## src/rtl/riscv_defines.sv

```systemverilog
// Shared encodings for the load path: memory access kind, access size and load FSM states.
package riscv_defines;

    localparam int unsigned XLEN = 32;

    typedef enum logic [1:0] {
        MEM_NONE  = 2'b00,
        MEM_READ  = 2'b01,
        MEM_WRITE = 2'b10
    } memaccess_t;

    typedef enum logic [1:0] {
        MASK_BYTE = 2'b00,
        MASK_HALF = 2'b01,
        MASK_WORD = 2'b10
    } mask_mode_t;

    typedef enum logic [2:0] {
        LD_IDLE  = 3'd0,
        LD_REQ0  = 3'd1,
        LD_WAIT0 = 3'd2,
        LD_REQ1  = 3'd3,
        LD_WAIT1 = 3'd4,
        LD_DONE  = 3'd5
    } load_state_t;

    // An access crosses a word boundary when its last byte lands in the next word.
    function automatic logic is_cross(input mask_mode_t mode, input logic [1:0] offset);
        case (mode)
            MASK_HALF: return (offset == 2'd3);
            MASK_WORD: return (offset != 2'd0);
            default:   return 1'b0;
        endcase
    endfunction

endpackage

```

## src/rtl/load_extract_unit.sv

```systemverilog
// Merges the two read words, right-justifies the addressed bytes and extends them.
module load_extract_unit
    import riscv_defines::*;
(
    input  logic [XLEN-1:0] lo_word,
    input  logic [XLEN-1:0] hi_word,
    input  logic [1:0]      byte_offset,
    input  mask_mode_t      mask_mode,
    input  logic            load_unsigned,
    output logic [XLEN-1:0] result
);

    logic [XLEN-1:0] w_shifted;
    logic            w_sign;

    always_comb begin
        w_shifted = XLEN'({hi_word, lo_word} >> {byte_offset, 3'b000});
        w_sign    = 1'b0;
        case (mask_mode)
            MASK_BYTE: begin
                w_sign = w_shifted[7] & ~load_unsigned;
                result = {{24{w_sign}}, w_shifted[7:0]};
            end
            MASK_HALF: begin
                w_sign = w_shifted[15] & ~load_unsigned;
                result = {{16{w_sign}}, w_shifted[15:0]};
            end
            default: result = w_shifted;
        endcase
    end

endmodule

```

## src/rtl/load_access_unit.sv

```systemverilog
// Load request sequencer: issues one or two word-aligned reads and returns the extended result.
module load_access_unit
    import riscv_defines::*;
#(
    parameter bit          ALLOW_MISALIGNED = 1'b1,
    parameter int unsigned ADDR_WIDTH       = 32
) (
    input  logic                  clk,
    input  logic                  rst,
    input  logic                  req_valid,
    output logic                  req_ready,
    input  memaccess_t            memaccess,
    input  logic [ADDR_WIDTH-1:0] addr,
    input  mask_mode_t            mask_mode,
    input  logic                  load_unsigned,
    output logic                  mem_req_valid,
    input  logic                  mem_req_ready,
    output logic [ADDR_WIDTH-1:0] mem_addr,
    input  logic                  mem_rsp_valid,
    input  logic [XLEN-1:0]       mem_rdata,
    output logic                  rsp_valid,
    output logic [XLEN-1:0]       rsp_data,
    output logic                  misalign_fault,
    output logic                  busy
);

    load_state_t           r_state;
    logic [1:0]            r_byte_offset;
    mask_mode_t            r_mask_mode;
    logic                  r_load_unsigned;
    logic [ADDR_WIDTH-1:0] r_word_addr;
    logic                  r_cross;
    logic [XLEN-1:0]       r_lo_word;

    logic                  w_req_hs;
    logic                  w_cross;
    logic [XLEN-1:0]       w_lo_word;
    logic [XLEN-1:0]       w_hi_word;
    logic [XLEN-1:0]       w_result;

    assign req_ready = (r_state == LD_IDLE);
    assign busy      = ~req_ready;
    assign w_req_hs  = req_valid && req_ready && (memaccess == MEM_READ);
    assign w_cross   = is_cross(mask_mode, addr[1:0]);

    // Feed the arriving word straight into the extractor so the result registers on the response cycle.
    assign w_lo_word = (r_state == LD_WAIT0) ? mem_rdata : r_lo_word;
    assign w_hi_word = (r_state == LD_WAIT1) ? mem_rdata : '0;

    load_extract_unit u_extract (
        .lo_word       (w_lo_word),
        .hi_word       (w_hi_word),
        .byte_offset   (r_byte_offset),
        .mask_mode     (r_mask_mode),
        .load_unsigned (r_load_unsigned),
        .result        (w_result)
    );

    always_ff @(posedge clk or posedge rst) begin
        if (rst) begin
            r_state         <= LD_IDLE;
            r_byte_offset   <= 2'd0;
            r_mask_mode     <= MASK_BYTE;
            r_load_unsigned <= 1'b0;
            r_word_addr     <= '0;
            r_cross         <= 1'b0;
            r_lo_word       <= '0;
            mem_req_valid   <= 1'b0;
            mem_addr        <= '0;
            rsp_valid       <= 1'b0;
            rsp_data        <= '0;
            misalign_fault  <= 1'b0;
        end else begin
            rsp_valid      <= 1'b0;
            misalign_fault <= 1'b0;
            case (r_state)
                LD_IDLE: begin
                    if (w_req_hs) begin
                        if (w_cross && !ALLOW_MISALIGNED) begin
                            misalign_fault <= 1'b1;
                        end else begin
                            r_byte_offset   <= addr[1:0];
                            r_mask_mode     <= mask_mode;
                            r_load_unsigned <= load_unsigned;
                            r_word_addr     <= {addr[ADDR_WIDTH-1:2], 2'b00};
                            r_cross         <= w_cross;
                            mem_req_valid   <= 1'b1;
                            mem_addr        <= {addr[ADDR_WIDTH-1:2], 2'b00};
                            r_state         <= LD_REQ0;
                        end
                    end
                end
                LD_REQ0: begin
                    if (mem_req_ready) begin
                        mem_req_valid <= 1'b0;
                        r_state       <= LD_WAIT0;
                    end
                end
                LD_WAIT0: begin
                    if (mem_rsp_valid) begin
                        r_lo_word <= mem_rdata;
                        if (r_cross) begin
                            mem_req_valid <= 1'b1;
                            mem_addr      <= r_word_addr + ADDR_WIDTH'(4);
                            r_state       <= LD_REQ1;
                        end else begin
                            rsp_valid <= 1'b1;
                            rsp_data  <= w_result;
                            r_state   <= LD_DONE;
                        end
                    end
                end
                LD_REQ1: begin
                    if (mem_req_ready) begin
                        mem_req_valid <= 1'b0;
                        r_state       <= LD_WAIT1;
                    end
                end
                LD_WAIT1: begin
                    if (mem_rsp_valid) begin
                        rsp_valid <= 1'b1;
                        rsp_data  <= w_result;
                        r_state   <= LD_DONE;
                    end
                end
                LD_DONE: r_state <= LD_IDLE;
                default: r_state <= LD_IDLE;
            endcase
        end
    end

endmodule

```

## config.mk

```make
export PLATFORM = sky130hd
export DESIGN_NAME = load_access_unit
export DESIGN_NICKNAME = d
export VERILOG_FILES = /design/src/rtl/riscv_defines.sv /design/src/rtl/load_extract_unit.sv /design/src/rtl/load_access_unit.sv
export SDC_FILE = /design/constraint.sdc
export NUM_CORES = 1
export LEC_CHECK = 0
export ABC_AREA = 1
export BUFFER_PORTS_ARGS = -buffer_cell sky130_fd_sc_hd__buf_2
export CAP_MARGIN = 10
export CORE_ASPECT_RATIO = 0.9
export CORE_MARGIN = 2
export CORE_UTILIZATION = 55
export CTS_CLUSTER_DIAMETER = 80
export CTS_CLUSTER_SIZE = 20
export DETAILED_ROUTE_END_ITERATION = 6
export HOLD_SLACK_MARGIN = 0.02
export PLACE_DENSITY_LB_ADDON = 0.3
export SKIP_CTS_REPAIR_TIMING = 1
export SLEW_MARGIN = 10
export SYNTH_ARGS = -nofsm -noshare
export SYNTH_HDL_FRONTEND = slang
export SYNTH_SLANG_ARGS = --single-unit
```

## constraint.sdc

```tcl
create_clock -name clk -period 11.92 [get_ports clk]
set_clock_uncertainty 0.05 [all_clocks]
set_input_delay 1.788 -clock clk [delete_from_list [all_inputs] [get_ports clk]]
set_output_delay 1.788 -clock clk [all_outputs]
set_load 0.01 [all_outputs]
```

Word level (Yosys, flattened, before mapping):

Index checks and enable logic that the tools add are counted.

* bits in registers: 137
* input port bits: 74
* output and inout port bits: 69
* logic and storage cells: 77

* add/subtract/negate cells: 1
* equality and inequality tests: 17
* shift-type cells: 1
* multiplexer cells: 28
* bitwise operators: 4
* reduce and logical (&&, ||, !) cells: 15

Operator list (count)
* two-way mux 32 bit: 8
* case mux 32 bit (2 select lines): 3
* >> shifter 64 x 5 -> 32 bit: 1
* adder 32 x 3 -> 32 bit (second input constant): 1
* two-way mux 3 bit: 6
* case mux 3 bit (5 select lines): 1
* != test 2 bit (second input constant): 6
* AND reduction 5 bit: 2
* AND reduction 4 bit: 2
* two-way mux 1 bit: 7
* equality test 2 x 1 -> 1 bit (second input constant): 3
* equality test 3 x 2 -> 1 bit (second input constant): 2
* nonzero test 2 bit: 3
* equality test 2 bit (second input constant): 2
* != test 2 x 1 -> 1 bit (second input constant): 2
* case mux 1 bit (2 select lines): 2
* AND reduction 2 bit: 2
* equality test 3 x 1 -> 1 bit (second input constant): 1
* equality test 3 bit (second input constant): 1
* logical NOT 3 bit: 1
* case mux 1 bit (3 select lines): 1
* nonzero test 3 bit: 1
* AND 1 bit: 2
* logical AND 1 bit: 2
* other kinds (3): 4

Depth between registers and ports, before layout:

Gate-level depths: netlist of run 1.

* depth after elaboration: 8
* gate-level depth with buffers: 12
* depth with buffers taken out: 11

Hierarchy:

Synthesis of run 1 repeated with hierarchy kept, for this count alone.

* cells, all modules: 1193
* area total of the unflattened synthesis: 8207.9 um2

By module, submodules not included
* load_access_unit: times used 1, cells each 953, area each 7070.5 um2, seq. area each 3378.2 um2
* load_extract_unit: times used 1, cells each 240, area each 1137.3 um2, seq. area each 0.0 um2

Worst setup path before layout of run 1:

OpenSTA, ideal clock, no wires.

* kind: in2reg
* from: in memaccess[1]
* to: reg r_word_addr[13]
* library setup time: 0.125 ns
* arrival: 2.783 ns
* data required time: 11.745 ns
* slack: 8.962 ns
* stages: 5
* buffers on the path: 2
* cells stage by stage: nand3b_1 > nor2_1 > buf_2 > buf_2 > mux2_2

* longest elaborated chain between the ends: 3

Ends and longest elaborated chain
* from (decl): RTL line load_access_unit.sv:12 `input memaccess_t memaccess,`
* equality test 2 x 1 -> 1 bit: RTL line load_access_unit.sv:43 `assign w_req_hs = req_valid && req_ready && (memaccess == MEM_READ);`
* logical AND 1 bit: RTL line load_access_unit.sv:43
* AND reduction 2 bit (no line)
* to (signal assigned): RTL line load_access_unit.sv:85 `r_word_addr <= {addr[ADDR_WIDTH-1:2], 2'b00};`
* to (decl): RTL line load_access_unit.sv:31 `logic [ADDR_WIDTH-1:0] r_word_addr;`

Every way passes these cells.
A chain may end at the register's enable or synchronous reset.

Worst setup path in the final report of run 1:

* from: reg r_state[2]
* to: reg rsp_data[12]

* longest elaborated chain between the ends: 8
* elaborated cells between the ends (all ways): 16
* those cells by class: 5 x eq/ne; 1 x shift; 7 x mux; 1 x bitwise; 2 x reduce/logical

Ends and longest elaborated chain
* from (decl): RTL line load_access_unit.sv:27 `load_state_t r_state;`
* from (signal assigned): RTL line load_access_unit.sv:61 `r_state <= LD_IDLE;`
* from (signal assigned): RTL line load_access_unit.sv:89 `r_state <= LD_REQ0;`
* from (signal assigned): RTL line load_access_unit.sv:96 `r_state <= LD_WAIT0;`
* equality test 3 x 2 -> 1 bit / equality test 3 bit (equally long branches): RTL line load_access_unit.sv:47, load_access_unit.sv:76, load_access_unit.sv:48
* two-way mux 32 bit, on equally long branches: RTL line load_access_unit.sv:47, load_access_unit.sv:48
* >> shifter 64 x 5 -> 32 bit: RTL line load_extract_unit.sv:17 `w_shifted = XLEN'({hi_word, lo_word} >> {byte_offset, 3'b000});`
* AND 1 bit: RTL line load_extract_unit.sv:21 `w_sign = w_shifted[7] & ~load_unsigned;`
* case mux 32 bit (2 select lines): RTL line load_extract_unit.sv:19 `case (mask_mode)`
* two-way mux 32 bit: RTL line load_access_unit.sv:102 `if (r_cross) begin`
* two-way mux 32 bit: RTL line load_access_unit.sv:100 `if (mem_rsp_valid) begin`
* case mux 32 bit (2 select lines): RTL line load_access_unit.sv:76 `case (r_state)`
* to (signal assigned): RTL line load_access_unit.sv:108 `rsp_data <= w_result;`
* to (signal assigned): RTL line load_access_unit.sv:122 `rsp_data <= w_result;`
* to (decl): RTL line load_access_unit.sv:22 `output logic [XLEN-1:0] rsp_data,`

Parallel ways exist; a longest one is shown, timed or not. The select of a mux whose other input is x is not followed.

==> metrics.md, run 1 <==
| Metric | Value |
|---|---|
| Switching share of power | 0.452 |
| Worst vdd rail ir drop | 0.000157 V |
| Final period util | 0.288 |
| Post-synth EDFFs | 0 |
| First-pass GRT wire length | 35000 um |
| Seq pwr share | 0.319 |
| Post-Synthesis Cell Area | 0.00773 mm^2 |
| CP startpoint kind | flip-flop |
| Synth Flop Type | dfrtp_1 |
| Status | finished clean |
| Final non-filler cell total | 1375 |
| Final worst setup slack | 8.49 ns |
| DR iter-0 viols | 1019 |
| Layout net count | 1247 |
| Vias | 7727 |
| Via/cell ratio | 5.62 |
| CTS tree | done |
| Lkg Pwr | 4.52 nW |
| CP Capture Type | flip-flop |
| Yosys cell types | 39 |
| Total Wirelength | 22100 um |
| Synth area leaders | dfrtp_1 44%, nand2_1 15%, nor2_1 6.9% |
| Final Slew Violations | 0 |
| Ports | 143 |
| Final setup vio count | 0 |
| Seq/Total Area, Yosys | 0.437 |
| Final Hold Fails | 0 |
| Synth area leader | dfrtp_1 |
| End of the critical path | rsp_data[12]$_DFFE_PP0P_ |
| Clock transition at path regs | 0.06 ns |
| Sink Count | 135 |
| Clock root buffer master | clkbuf_16 |
| Critical path type | reg2reg |
| Final ANT Viol Nets | 0 |
| Max Fanout on Critical Path | 65 |
| Yosys warnings | 0 |
| CTS H-tree depth | 4 |
| Initial antenna violation count | 0 |
| Setup Slack @ Placement | 8.26 ns |
| Minimum clock period | 3.43 ns |
| Die Ht | 116 um |
| Share of cells above drive strength 1 | 0.184 |
| Crit path launch | r_state[2]$_DFFE_PP0P_ |
| Die width | 129 um |
| Synthesis-stage register bit count | 135 |
| Worst Max-Slew Pin Slew | 1.09 ns |
| Clock buffer depth | 2 |
| Mux cell area share after synthesis | 0.0277 |
| Pin count of the biggest net entering global routing | 75 |
| Hold path cells | 2 |
| End of the worst register-to-register path | rsp_data[12]$_DFFE_PP0P_ |
| IO buf count | 139 |
| Pwr per Cell Area | 300 mW/mm^2 |
| Die Area | 0.0150 mm^2 |
| Async set-or-reset flop fraction in the synthesized netlist | 1.00 |
| Clock network fraction of total power | 0.199 |
| Int Pwr | 1.49 mW |
| CP arrival | 3.67 ns |
| Register-to-Register Setup Slack | 8.49 ns |
| Post-synth top cells | 313 x nand2_1, 143 x nor2_1, 135 x dfrtp_1 |
| RSZ-0062 raised after global routing | false |
| Combinational share of power | 0.482 |
| Drt drc | 0 |
| Hold Crit Class | reg2reg |
| Final HPWL DP | 15200 um |
| Worst R2R Path Depth | 11 |
| Avg Inst Size Synth | 7.29 um^2 |
| Skew-Pair Late Insertion Delay | 0.43 ns |
| Post-Synth Simple-Gate Area | 0.307 |
| Global route overflow | 0 |
| Top cell type's share of synthesized area | 0.437 |
| CP required | 12.16 ns |
| Worst R2R Start | r_state[2]$_DFFE_PP0P_ |
| DRT Pass-1 Iters | 6 |
| Ant diodes | 0 |
| Top-count cell post-synth | nand2_1 |
| Max transition margin | 0.269 |
| Post-synthesis compound-gate area fraction | 0.132 |
| CTS Buf Count | 17 |
| Setup_tns | 0 ns |
| Cells after synthesis | 1060 |
| Total GRT Usage | 0.304 |
| Achievable Freq | 292 MHz |
| Area growth from synthesis to layout | 16.8% |
| Pwr Total | 2.71 mW |
| Main combinational cell family by area after synthesis | simple AND/OR/NAND/NOR gates |
| Dpl cells | 1344 |
| XOR/XNOR Fraction of Synth Area | 0.0125 |
| GP Congestion | 0.942 |
| Max-cap check violation count | 0 |
| WL/cell | 16.1 um |
| Initial core utilization | 0.556 |
| Num rows | 41 |
| Number of global-route vias before repair | 6831 |
| Area of the core | 0.0139 mm^2 |
| NetSw | 1.22 mW |
| Adder-cell share of the synthesized area | 0.00486 |
## metal layers
layer,part of all wire,track usage
met4,0.016,0.0899
met1,0.48,0.482
met5,0,0
met3,0.099,0.0641
met2,0.41,0.414
## layout by cell type, fill, tap and decap left out, types with 12 or more instances in the layout
| cell | count |
|---|---|
| a21oi_1 | 40 |
| buf_2 | 139 |
| clkbuf_16 | 17 |
| dfrtp_1 | 135 |
| inv_1 | 70 |
| mux2_2 | 19 |
| nand2_1 | 313 |
| nand3_1 | 96 |
| nor2_1 | 142 |
| nor3_1 | 12 |
| o211ai_1 | 21 |
| o21ai_0 | 60 |
| o21ai_1 | 25 |
## area by class of cell
| cell class | count | area, um^2 |
|---|---|---|
| Clock buffer | 22 | 474 |
| Clock inverter | 9 | 124 |
| Fill cell | 1264 | 4870 |
| Inverter | 80 | 305 |
| Multi-Input combinational cell | 790 | 3760 |
| Sequential cell | 135 | 3380 |
| Tap cell | 193 | 241 |
| Timing Repair Buffer | 146 | 748 |
## kinds of logic after synthesis
| logic type | after synthesis |
|---|---|
| flops | 135 |
| xor+xnor | 11 |
| compound gates | 174 |
| simple gates | 580 |
| fa+ha+maj | 3 |
| other cells | 1 |
| mux | 19 |
| buf+inv | 137 |
## state kept, by name (all words and copies together), names as in the netlist
signal	flops
rsp_valid	1
r_lo_word	32
rsp_data	32
r_byte_offset	2
r_load_unsigned	1
mem_addr	30
mem_req_valid	1
r_cross	1
r_state	3
r_mask_mode	2
r_word_addr	30
## worst min path at each step
stage               slack, ns                      start                   endpoint
floorplan                0.40  r_lo_word[15]$_DFFE_PP0P_  r_lo_word[15]$_DFFE_PP0P_
global placement         0.41   mem_addr[24]$_DFFE_PP0P_   mem_addr[24]$_DFFE_PP0P_
detailed placement       0.42   mem_addr[27]$_DFFE_PP0P_   mem_addr[27]$_DFFE_PP0P_
CTS                      0.43   mem_addr[30]$_DFFE_PP0P_   mem_addr[30]$_DFFE_PP0P_
global route             0.46  r_lo_word[11]$_DFFE_PP0P_  r_lo_word[11]$_DFFE_PP0P_
finish                   0.43   mem_addr[30]$_DFFE_PP0P_   mem_addr[30]$_DFFE_PP0P_
## critical path: stages, from the launching register on
cell,delay [ns]
dfrtp_1,0.43
inv_2,0.26
nand3_4,0.59
inv_2,0.20
buf_4,0.66
nand2_1,0.16
nand3_1,0.12
nand3_1,0.07
nand2_1,0.17
nand2_1,0.09
nand2_1,0.34
a21oi_1,0.13
## power groups by stage
stage,Clock [mW],Sequential (mW),Combinational [mW]
6_report,0.539,0.864,1.31
5_1_grt,0.564,0.894,1.47
4_1_cts,0.543,0.861,1.29
3_5_place_dp,0,0.865,1.28
3_3_place_gp,0,0.862,1.25
2_1_floorplan,0,0.869,0.910
## per-stage QoR
stage | area (um^2) | hold slack (ns) | utilization
floorplan | 7740 | 0.403 | -
global placement | 8430 | 0.411 | 0.607
detailed placement | 8430 | 0.417 | 0.607
CTS | 9030 | 0.432 | 0.650
global route | 9030 | 0.460 | 0.650
finish | 9030 | 0.426 | 0.650
Power figures use the tool's default switching activity.
==> inputs of run 2 (changes only) <==
==> constraint.sdc (replaced) <==
create_clock -name clk -period 3.2 [get_ports clk]
set_clock_uncertainty 0.05 [all_clocks]
set_input_delay 0.48 -clock clk [delete_from_list [all_inputs] [get_ports clk]]
set_output_delay 0.48 -clock clk [all_outputs]
set_load 0.01 [all_outputs]
==> run 2 against run 1 <==
Highest routed layer unchanged. Sequential share of layout area down 0.39 points. Clock-buffer cell count is 2 higher. Combinational power grew to 3.8 times the previous value. Worst setup slack lost 7.7 ns. Critical endpoint is now rsp_data[8]$_DFFE_PP0P_. Final cell count rose by 0.51%. Wire length rose by 0.90%.
==> metrics.md, run 2 (synthesis results as in run 1) <==
| Metric | Value |
|---|---|
| Status | finished clean |
| Clock buffer depth | 2 |
| Share of cells above drive strength 1 | 0.188 |
| Achievable Freq | 408 MHz |
| WL/cell | 16.2 um |
| Worst R2R Path Depth | 8 |
| CTS tree | done |
| Commonest non-fill, non-tap cell in the layout | nand2_1 |
| Fin Hold WS | 0.201 ns |
| GP Congestion | 0.947 |
| Top delay family on crit path | simple AND/OR/NAND/NOR gates |
| CP required | 3.43 ns |
| Minimum clock period | 2.45 ns |
| Worst Max-Slew Pin Slew | 0.954 ns |
| Hold Crit Class | in2async |
| Worst R2R Start | r_state[2]$_DFFE_PP0P_ |
| Via/cell ratio | 5.50 |
| Clock transition at path regs | 0.06 ns |
| Final instance area | 0.00913 mm^2 |
| Final ANT Viol Nets | 0 |
| Largest regs | r_lo_word x32, rsp_data x32 |
| Max Fanout on Critical Path | 25 |
| Total GRT Usage | 0.302 |
| Filler Cells Inserted | 1254 |
| Worst vdd rail ir drop | 0.000582 V |
| Sink Count | 135 |
| First-pass GRT wire length | 35100 um |
| Area of the multi-input gates | 0.00376 mm^2 |
| Layout net count | 1253 |
| CP arrival | 2.69 ns |
| Pin count of the biggest net entering global routing | 65 |
| Worst path slowest cell | dfrtp_1 |
| CP Capture Type | flip-flop |
| Setup_tns | 0 ns |
| Die Ht | 116 um |
| Crit path launch | r_state[2]$_DFFE_PP0P_ |
| Drt drc | 0 |
| Worst-path cell chain | inv_2 -> nand3_4 -> nor2_1 -> o21ai_2 -> inv_2 -> nand2_1 -> nand2_1 -> a21oi_1 |
| CTS H-tree depth | 4 |
| Num rows | 41 |
| Lkg Pwr | 4.56 nW |
| Pwr per Cell Area | 1120 mW/mm^2 |
| Ant diodes | 0 |
| CP startpoint kind | flip-flop |
| Area growth from synthesis to layout | 18.1% |
| Register-to-Register Setup Slack | 0.75 ns |
| IO buf count | 139 |
| Max-cap check violation count | 0 |
| Number of global-route vias before repair | 6825 |
| CTS Buf Count | 17 |
| Post-DP Area | 0.00850 mm^2 |
| FF+latch area | 0.00338 mm^2 |
| Die Area | 0.0150 mm^2 |
| Initial core utilization | 0.556 |
| Max incr delay on CP | 0.42 ns |
| Area of the core | 0.0139 mm^2 |
| Final Hold Fails | 0 |
| Total Wirelength | 22300 um |
| Ports | 143 |
| DR iter-0 viols | 859 |
| Clock root buffer master | clkbuf_16 |
| Max transition margin | 0.363 |
| Most frequent cells in the layout | 313 x nand2_1, 142 x nor2_1, 139 x buf_2, 135 x dfrtp_1, 96 x nand3_1 |
| Final setup vio count | 0 |
| Critical path type | reg2reg |
| Crit path buf inv count | 2 |
| RSZ-0062 raised after global routing | false |
| Initial antenna violation count | 0 |
| Skew-Pair Late Insertion Delay | 0.42 ns |
| Final period util | 0.766 |
| Global route overflow | 0 |
| DRT Pass-1 Iters | 6 |
| End of the worst register-to-register path | rsp_data[8]$_DFFE_PP0P_ |
| Final HPWL DP | 15500 um |
| Die width | 129 um |
| Final Slew Violations | 0 |
| Vias | 7604 |
==> run 2: cell count changes in the layout (fill, tap and decap cells not counted) <==
cell,delta
buf_4,+4
buf_12,+2
inv_6,-1
clkinvlp_4,+1
bufinv_16,+1
clkbuf_1,+2
clkinv_2,-2
==> run 2: per-layer routing <==
layer  vias up  part of all wire  track usage
met5         -                 0            0
met4         0             0.016       0.0833
met3        42             0.096       0.0880
met2       394              0.41        0.419
met1      3491              0.48        0.458
li1       3677                 -            -
==> run 2: area by class of cell <==
class	count	area share
flip-flops and latches	135	0.370
repair buffers	152	0.0897
clock buffers	24	0.0528
inverters	80	0.0333
multi-input cells	790	0.412
well taps	193	0.0265
clock inverters	8	0.0158
==> run 2: worst max-delay path by stage <==
stage                               end  slack (ns)  depth (start not counted)
5_1_grt         mem_addr[8]$_DFFE_PP0P_        0.50                          9
3_3_place_gp    mem_addr[7]$_DFFE_PP0P_        0.84                          9
2_1_floorplan  mem_addr[10]$_DFFE_PP0P_        0.99                          1
4_1_cts         mem_addr[8]$_DFFE_PP0P_        0.75                          9
6_report        rsp_data[8]$_DFFE_PP0P_        0.75                          8
3_5_place_dp    mem_addr[8]$_DFFE_PP0P_        0.74                          9
==> run 2: power by group <==
| group | switching [mW] | internal [mW] |
|---|---|---|
| Sequential | 0.608 | 2.58 |
| Clock | 0.731 | 1.36 |
| Combinational | 3.25 | 1.72 |
| Total | 4.59 | 5.66 |
==> run 2: per-stage QoR <==
stage          setup slack [ns]  total power, mW  instances   util
3_5_place_dp              0.744             8.03       1350  0.612
6_report                  0.748             10.2       1382  0.657
2_1_floorplan             0.991             6.63       1062      -
5_1_grt                   0.501             11.0       1382  0.657
4_1_cts                   0.745             10.2       1382  0.657
3_3_place_gp              0.839             7.94       1350  0.612
